===== src/rtl/axi_lite_master.sv =====
// axi_lite_master: single-outstanding AXI4-Lite initiator bridging a simple core request port
module axi_lite_master #(
  parameter int AXI_DATA_WIDTH = 32,
  parameter int AXI_ADDR_WIDTH = 32
) (
  input  logic                        aclk,
  input  logic                        areset,
  input  logic                        req_valid,
  output logic                        req_ready,
  input  logic                        req_we,
  input  logic [AXI_ADDR_WIDTH-1:0]   req_addr,
  input  logic [AXI_DATA_WIDTH-1:0]   req_wdata,
  input  logic [AXI_DATA_WIDTH/8-1:0] req_wstrb,
  output logic                        rsp_valid,
  output logic [AXI_DATA_WIDTH-1:0]   rsp_rdata,
  output logic                        rsp_err,
  output logic [AXI_ADDR_WIDTH-1:0]   M_AXI_awaddr,
  output logic [2:0]                  M_AXI_awprot,
  output logic                        M_AXI_awvalid,
  input  logic                        M_AXI_awready,
  output logic [AXI_DATA_WIDTH-1:0]   M_AXI_wdata,
  output logic [AXI_DATA_WIDTH/8-1:0] M_AXI_wstrb,
  output logic                        M_AXI_wvalid,
  input  logic                        M_AXI_wready,
  input  logic [1:0]                  M_AXI_bresp,
  input  logic                        M_AXI_bvalid,
  output logic                        M_AXI_bready,
  output logic [AXI_ADDR_WIDTH-1:0]   M_AXI_araddr,
  output logic [2:0]                  M_AXI_arprot,
  output logic                        M_AXI_arvalid,
  input  logic                        M_AXI_arready,
  input  logic [AXI_DATA_WIDTH-1:0]   M_AXI_rdata,
  input  logic [1:0]                  M_AXI_rresp,
  input  logic                        M_AXI_rvalid,
  output logic                        M_AXI_rready
);
  typedef enum logic [1:0] {IDLE, WRITE, READ, RESP} state_e;
  state_e                        state_q, state_d;
  logic [AXI_ADDR_WIDTH-1:0]     addr_q, addr_d;
  logic [AXI_DATA_WIDTH-1:0]     wdata_q, wdata_d, rdata_q, rdata_d;
  logic [AXI_DATA_WIDTH/8-1:0]   wstrb_q, wstrb_d;
  logic                          awvalid_q, awvalid_d, wvalid_q, wvalid_d, arvalid_q, arvalid_d;
  logic                          err_q, err_d;
  logic                          misaligned;
  logic                          unused_resp;
  assign misaligned  = |req_addr[1:0];
  assign unused_resp = ^{M_AXI_bresp[0], M_AXI_rresp[0]};
  assign req_ready     = (state_q == IDLE) && !areset;
  assign rsp_valid     = state_q == RESP;
  assign rsp_rdata     = rdata_q;
  assign rsp_err       = err_q;
  assign M_AXI_awaddr  = addr_q;
  assign M_AXI_araddr  = addr_q;
  assign M_AXI_awprot  = 3'b000;
  assign M_AXI_arprot  = 3'b000;
  assign M_AXI_wdata   = wdata_q;
  assign M_AXI_wstrb   = wstrb_q;
  assign M_AXI_awvalid = awvalid_q;
  assign M_AXI_wvalid  = wvalid_q;
  assign M_AXI_arvalid = arvalid_q;
  assign M_AXI_bready  = state_q == WRITE;
  assign M_AXI_rready  = state_q == READ;
  // next-state: accept request, drop each valid after its own handshake, capture response
  always_comb begin
    state_d   = state_q;
    addr_d    = addr_q;
    wdata_d   = wdata_q;
    wstrb_d   = wstrb_q;
    rdata_d   = rdata_q;
    err_d     = err_q;
    awvalid_d = awvalid_q;
    wvalid_d  = wvalid_q;
    arvalid_d = arvalid_q;
    case (state_q)
      IDLE: if (req_valid && req_ready) begin
        addr_d    = req_addr;
        wdata_d   = req_wdata;
        wstrb_d   = req_wstrb;
        rdata_d   = '0;
        err_d     = misaligned;
        awvalid_d = !misaligned && req_we;
        wvalid_d  = !misaligned && req_we;
        arvalid_d = !misaligned && !req_we;
        state_d   = misaligned ? RESP : (req_we ? WRITE : READ);
      end
      WRITE: begin
        awvalid_d = awvalid_q && !M_AXI_awready;
        wvalid_d  = wvalid_q && !M_AXI_wready;
        if (M_AXI_bvalid) begin
          err_d   = M_AXI_bresp[1];
          rdata_d = '0;
          state_d = RESP;
        end
      end
      READ: begin
        arvalid_d = arvalid_q && !M_AXI_arready;
        if (M_AXI_rvalid) begin
          err_d   = M_AXI_rresp[1];
          rdata_d = M_AXI_rresp[1] ? '0 : M_AXI_rdata;
          state_d = RESP;
        end
      end
      RESP: state_d = IDLE;
    endcase
  end
  // state and datapath registers, reset aborts any transaction in flight
  always_ff @(posedge aclk) begin
    if (areset) begin
      state_q   <= IDLE;
      addr_q    <= '0;
      wdata_q   <= '0;
      wstrb_q   <= '0;
      rdata_q   <= '0;
      err_q     <= 1'b0;
      awvalid_q <= 1'b0;
      wvalid_q  <= 1'b0;
      arvalid_q <= 1'b0;
    end else begin
      state_q   <= state_d;
      addr_q    <= addr_d;
      wdata_q   <= wdata_d;
      wstrb_q   <= wstrb_d;
      rdata_q   <= rdata_d;
      err_q     <= err_d;
      awvalid_q <= awvalid_d;
      wvalid_q  <= wvalid_d;
      arvalid_q <= arvalid_d;
    end
  end
endmodule

===== config.mk =====
export PLATFORM = sky130hd
export DESIGN_NAME = axi_lite_master
export DESIGN_NICKNAME = d
export VERILOG_FILES = /design/src/rtl/axi_lite_master.sv
export SDC_FILE = /design/constraint.sdc
export NUM_CORES = 1
export LEC_CHECK = 0
export BUFFER_PORTS_ARGS = -buffer_cell sky130_fd_sc_hd__buf_2
export CORE_MARGIN = 5
export CORE_UTILIZATION = 39
export DETAILED_ROUTE_END_ITERATION = 16
export MAX_ROUTING_LAYER = met4
export PLACE_DENSITY = 0.76
export SYNTH_ARGS = -nofsm -noshare
export SYNTH_HDL_FRONTEND = slang
export SYNTH_SLANG_ARGS = --single-unit

===== constraint.sdc =====
create_clock -name aclk -period 1.7 [get_ports aclk]
set_input_delay 0.085 -clock aclk [delete_from_list [all_inputs] [get_ports aclk]]
set_output_delay 0.085 -clock aclk [all_outputs]
set_load 0.01 [all_outputs]

==> out/results.ini <==
[synth]
synth.cell_area_sq_mm=0.004410
yosysSeqAreaShare_pct=48.11
avgSynthCellArea_sq_um=9.630
synth.most_common_cell=dfxtp_1
synthTopCellsByCount=106 x dfxtp_1, 72 x nand2_1, 66 x a21o_1, 66 x and3_1, 38 x buf_4
yosysWarnings=0
synthArstFlopShare_pct=0
synth_seq_cells=106
synth.largest_area_cell=dfxtp_1
synth_area_leaders=dfxtp_1 48%, a21o_1 11%, and3_1 9.4%
ys_types=33
synthCells=458
synth_edf_count=0
yosysTopAreaCellShare_pct=48.11
synth_ff_type=dfxtp_1

[worst_setup_path]
reg2reg_from=state_q[1]$_SDFFE_PP0P_
critPathMaxStageDelay_ns=0.37
arrival_ns=1.87
path_buf_inv=2
path_class=reg2reg
crit_chain=inv_1 > ha_2 > nand2b_1 > a211o_4 > buf_6 > mux2i_2
critPathMaxFanout=10
crit_family=compound AO/OA/AOI/OAI gates
rr_endpoint=rsp_rdata[26]$_SDFFE_PP0P_
slowest_stage=a211o_4
ff2ff_path_depth=6
critPathLaunchType=flop
rrSetupSlack_ns=0.06
end_kind=flop
worst_ep_required_time_ns=1.93

[placed_design]
io_buffers=250
dpl.hpwl_um=9166
place_congestion=0.8154

[detailed_routing]
wl_um=14630
num_vias=4386
drt_iter0_drc=249
drt_drc_violations_left=0
vias_per_cell=4.809
drtAntennaViolNets=0
wl_per_cell_um=16.04
dr.pass1.iters=4

[cells_and_area]
layout-drive-gt1-share_pct=37.48
final_nets=883
multi_input_area_sq_mm=0.001849
area_growth_pct=56.85
seq_area_sq_mm=0.002123
fillers=853

[hold_path]
hold_class=in2reg
hold_path_startpoint=req_addr[1]
worstHoldPathCells=3
holdPathEnd=M_AXI_araddr[1]$_SDFFE_PP0P_

[outcome]
status=finished clean

[clocking]
clk_latency_ns=0.34
clkSinkCount=106
numCtsBuffers=9
htree_levels=3
cts_tree=yes
post-cts-setup-buffer-count=0
clock_path_buffers=2
root_buffer=clkbuf_16
cts.reportedPaths.clkPinSlew_ns=0.07

[job]
cap_violations=0

[sta]
holdWs_ns=0.02943
max_slew_margin_pct=63.82
report.final.slew_viol_count=0
setup_tns_ns=0
setup_violations=0
tightest_slew_ns=0.5428
hold_violations=0
period_minus_slack_ns=1.635
fmax_ghz=0.6115
clock_skew_ns=0.005402
finalCritPeriodShare_pct=96.20

[floorplan]
die_x_um=116.3
core_sq_mm=0.01098
boundaryPins=259
start_util_pct=40.16
row_count=38
die-area_sq_mm=0.01354
die_h_um=116.3

[power_and_ir_drop]
p_leak_nw=4.205
power.density_mw_per_mm2=1255
total_power_mw=8.682
max-vdd-ir-drop_mv=0.9003

[global_route]
grt.overflow.total=0
antenna_found_initial=0
grt_max_degree=106
track_usage_pct=21.67
grt_pass1_vias=4634
grt_pass1_wl_um=22260

-- tightest hold or removal path, delay by kind of cell --
kind / cells / cell delay (ns)
buffers and inverters: 1 / 0.13
and+or+nand+nor: 1 / 0.05
AOI/OAI and AO/OA: 1 / 0.07
-- power breakdown --
group	total [mW]	internal (mW)	switching [mW]
sequential	3.13	2.89	0.240
combinational	3.34	1.67	1.67
clock	2.20	1.29	0.911
total	8.68	5.86	2.83
-- sequential cells by signal, summed over array words and instances, names as in the netlist --
signal	cells
M_AXI_araddr	32
M_AXI_wvalid	1
rsp_err	1
M_AXI_arvalid	1
state_q	2
M_AXI_awvalid	1
M_AXI_wstrb	4
rsp_rdata	32
M_AXI_wdata	32
-- cells by family after synthesis --
| kind of cell | Yosys count | synth area share, % |
|---|---|---|
| buffers and inverters | 77 | 10.89 |
| other | 1 | 0.08502 |
| multiplexers | 35 | 7.943 |
| AO/OA/AOI/OAI | 82 | 13.67 |
| AND/OR/NAND/NOR | 153 | 18.16 |
| adder cells (fa/ha/maj) | 4 | 1.135 |
| flip-flops | 106 | 48.11 |
-- per-stage QoR --
stage                     cells  worst slack (ns)  instance area (sq um)  utilization [%]
after floorplan             463           0.04478                   4429                -
after global placement      794           0.06941                   5550            50.54
after detailed placement    794          0.009142                   5550            50.54
after CTS                   910           0.01347                   6874            62.59
after global routing        911        -0.0007561                   6915            62.96
final                       912           0.06456                   6918            62.99
-- cells in the final DEF (no fill, tap or decap), drive strengths merged, types with 3 or more instances in the layout --
| cell type | netlist | layout |
|---|---|---|
| buf | 48 | 263 |
| dfxtp | 106 | 106 |
| dlygate4sd3 | 0 | 100 |
| nand2 | 72 | 72 |
| and3 | 66 | 66 |
| a21o | 66 | 66 |
| mux2i | 35 | 35 |
| clkbuf | 24 | 11 |
| conb | 1 | 6 |
| nor2b | 5 | 5 |
| inv | 5 | 5 |
| o21ai | 4 | 4 |
| ha | 4 | 4 |
| clkinvlp | 0 | 3 |
-- worst max-delay path by stage --
stage,start,depth (start not counted),slack [ns],to
floorplan,state_q[0]$_SDFFE_PP0P_,8,0.04,rsp_rdata[10]$_SDFFE_PP0P_
global placement,state_q[1]$_SDFFE_PP0P_,6,0.07,rsp_rdata[22]$_SDFFE_PP0P_
detailed placement,state_q[1]$_SDFFE_PP0P_,6,0.009,rsp_rdata[23]$_SDFFE_PP0P_
CTS,state_q[1]$_SDFFE_PP0P_,6,0.01,rsp_rdata[23]$_SDFFE_PP0P_
global route,state_q[1]$_SDFFE_PP0P_,6,-0.0008,rsp_rdata[26]$_SDFFE_PP0P_
finish,state_q[1]$_SDFFE_PP0P_,6,0.06,rsp_rdata[26]$_SDFFE_PP0P_
-- routing by layer --
metal	part of all wire, %	track usage [%]	vias up
met5	0	-	-
li1	-	-	2120
met3	6.2	6.166	46
met1	37	21.38	2033
met4	3.5	9.281	0
met2	53	39.55	187
-- layout make-up --
cell class	instances	area share, %
diodes	1	0.03617
multi-input cells	280	26.73
clock buffers	10	3.310
repair buffers	364	35.11
clock inverters	6	1.320
flip-flops and latches	106	30.69
inverters	5	0.2713
well taps	140	2.532
-- what timing repair did --
action,in CTS,in global routing
resized for setup,1,4
cloned,0,1
endpoints found under the setup margin,4,37
hold buffers,100,0
hold endpoints to repair,100,0
pin swaps,0,1
(Power assumes the default switching activity.)
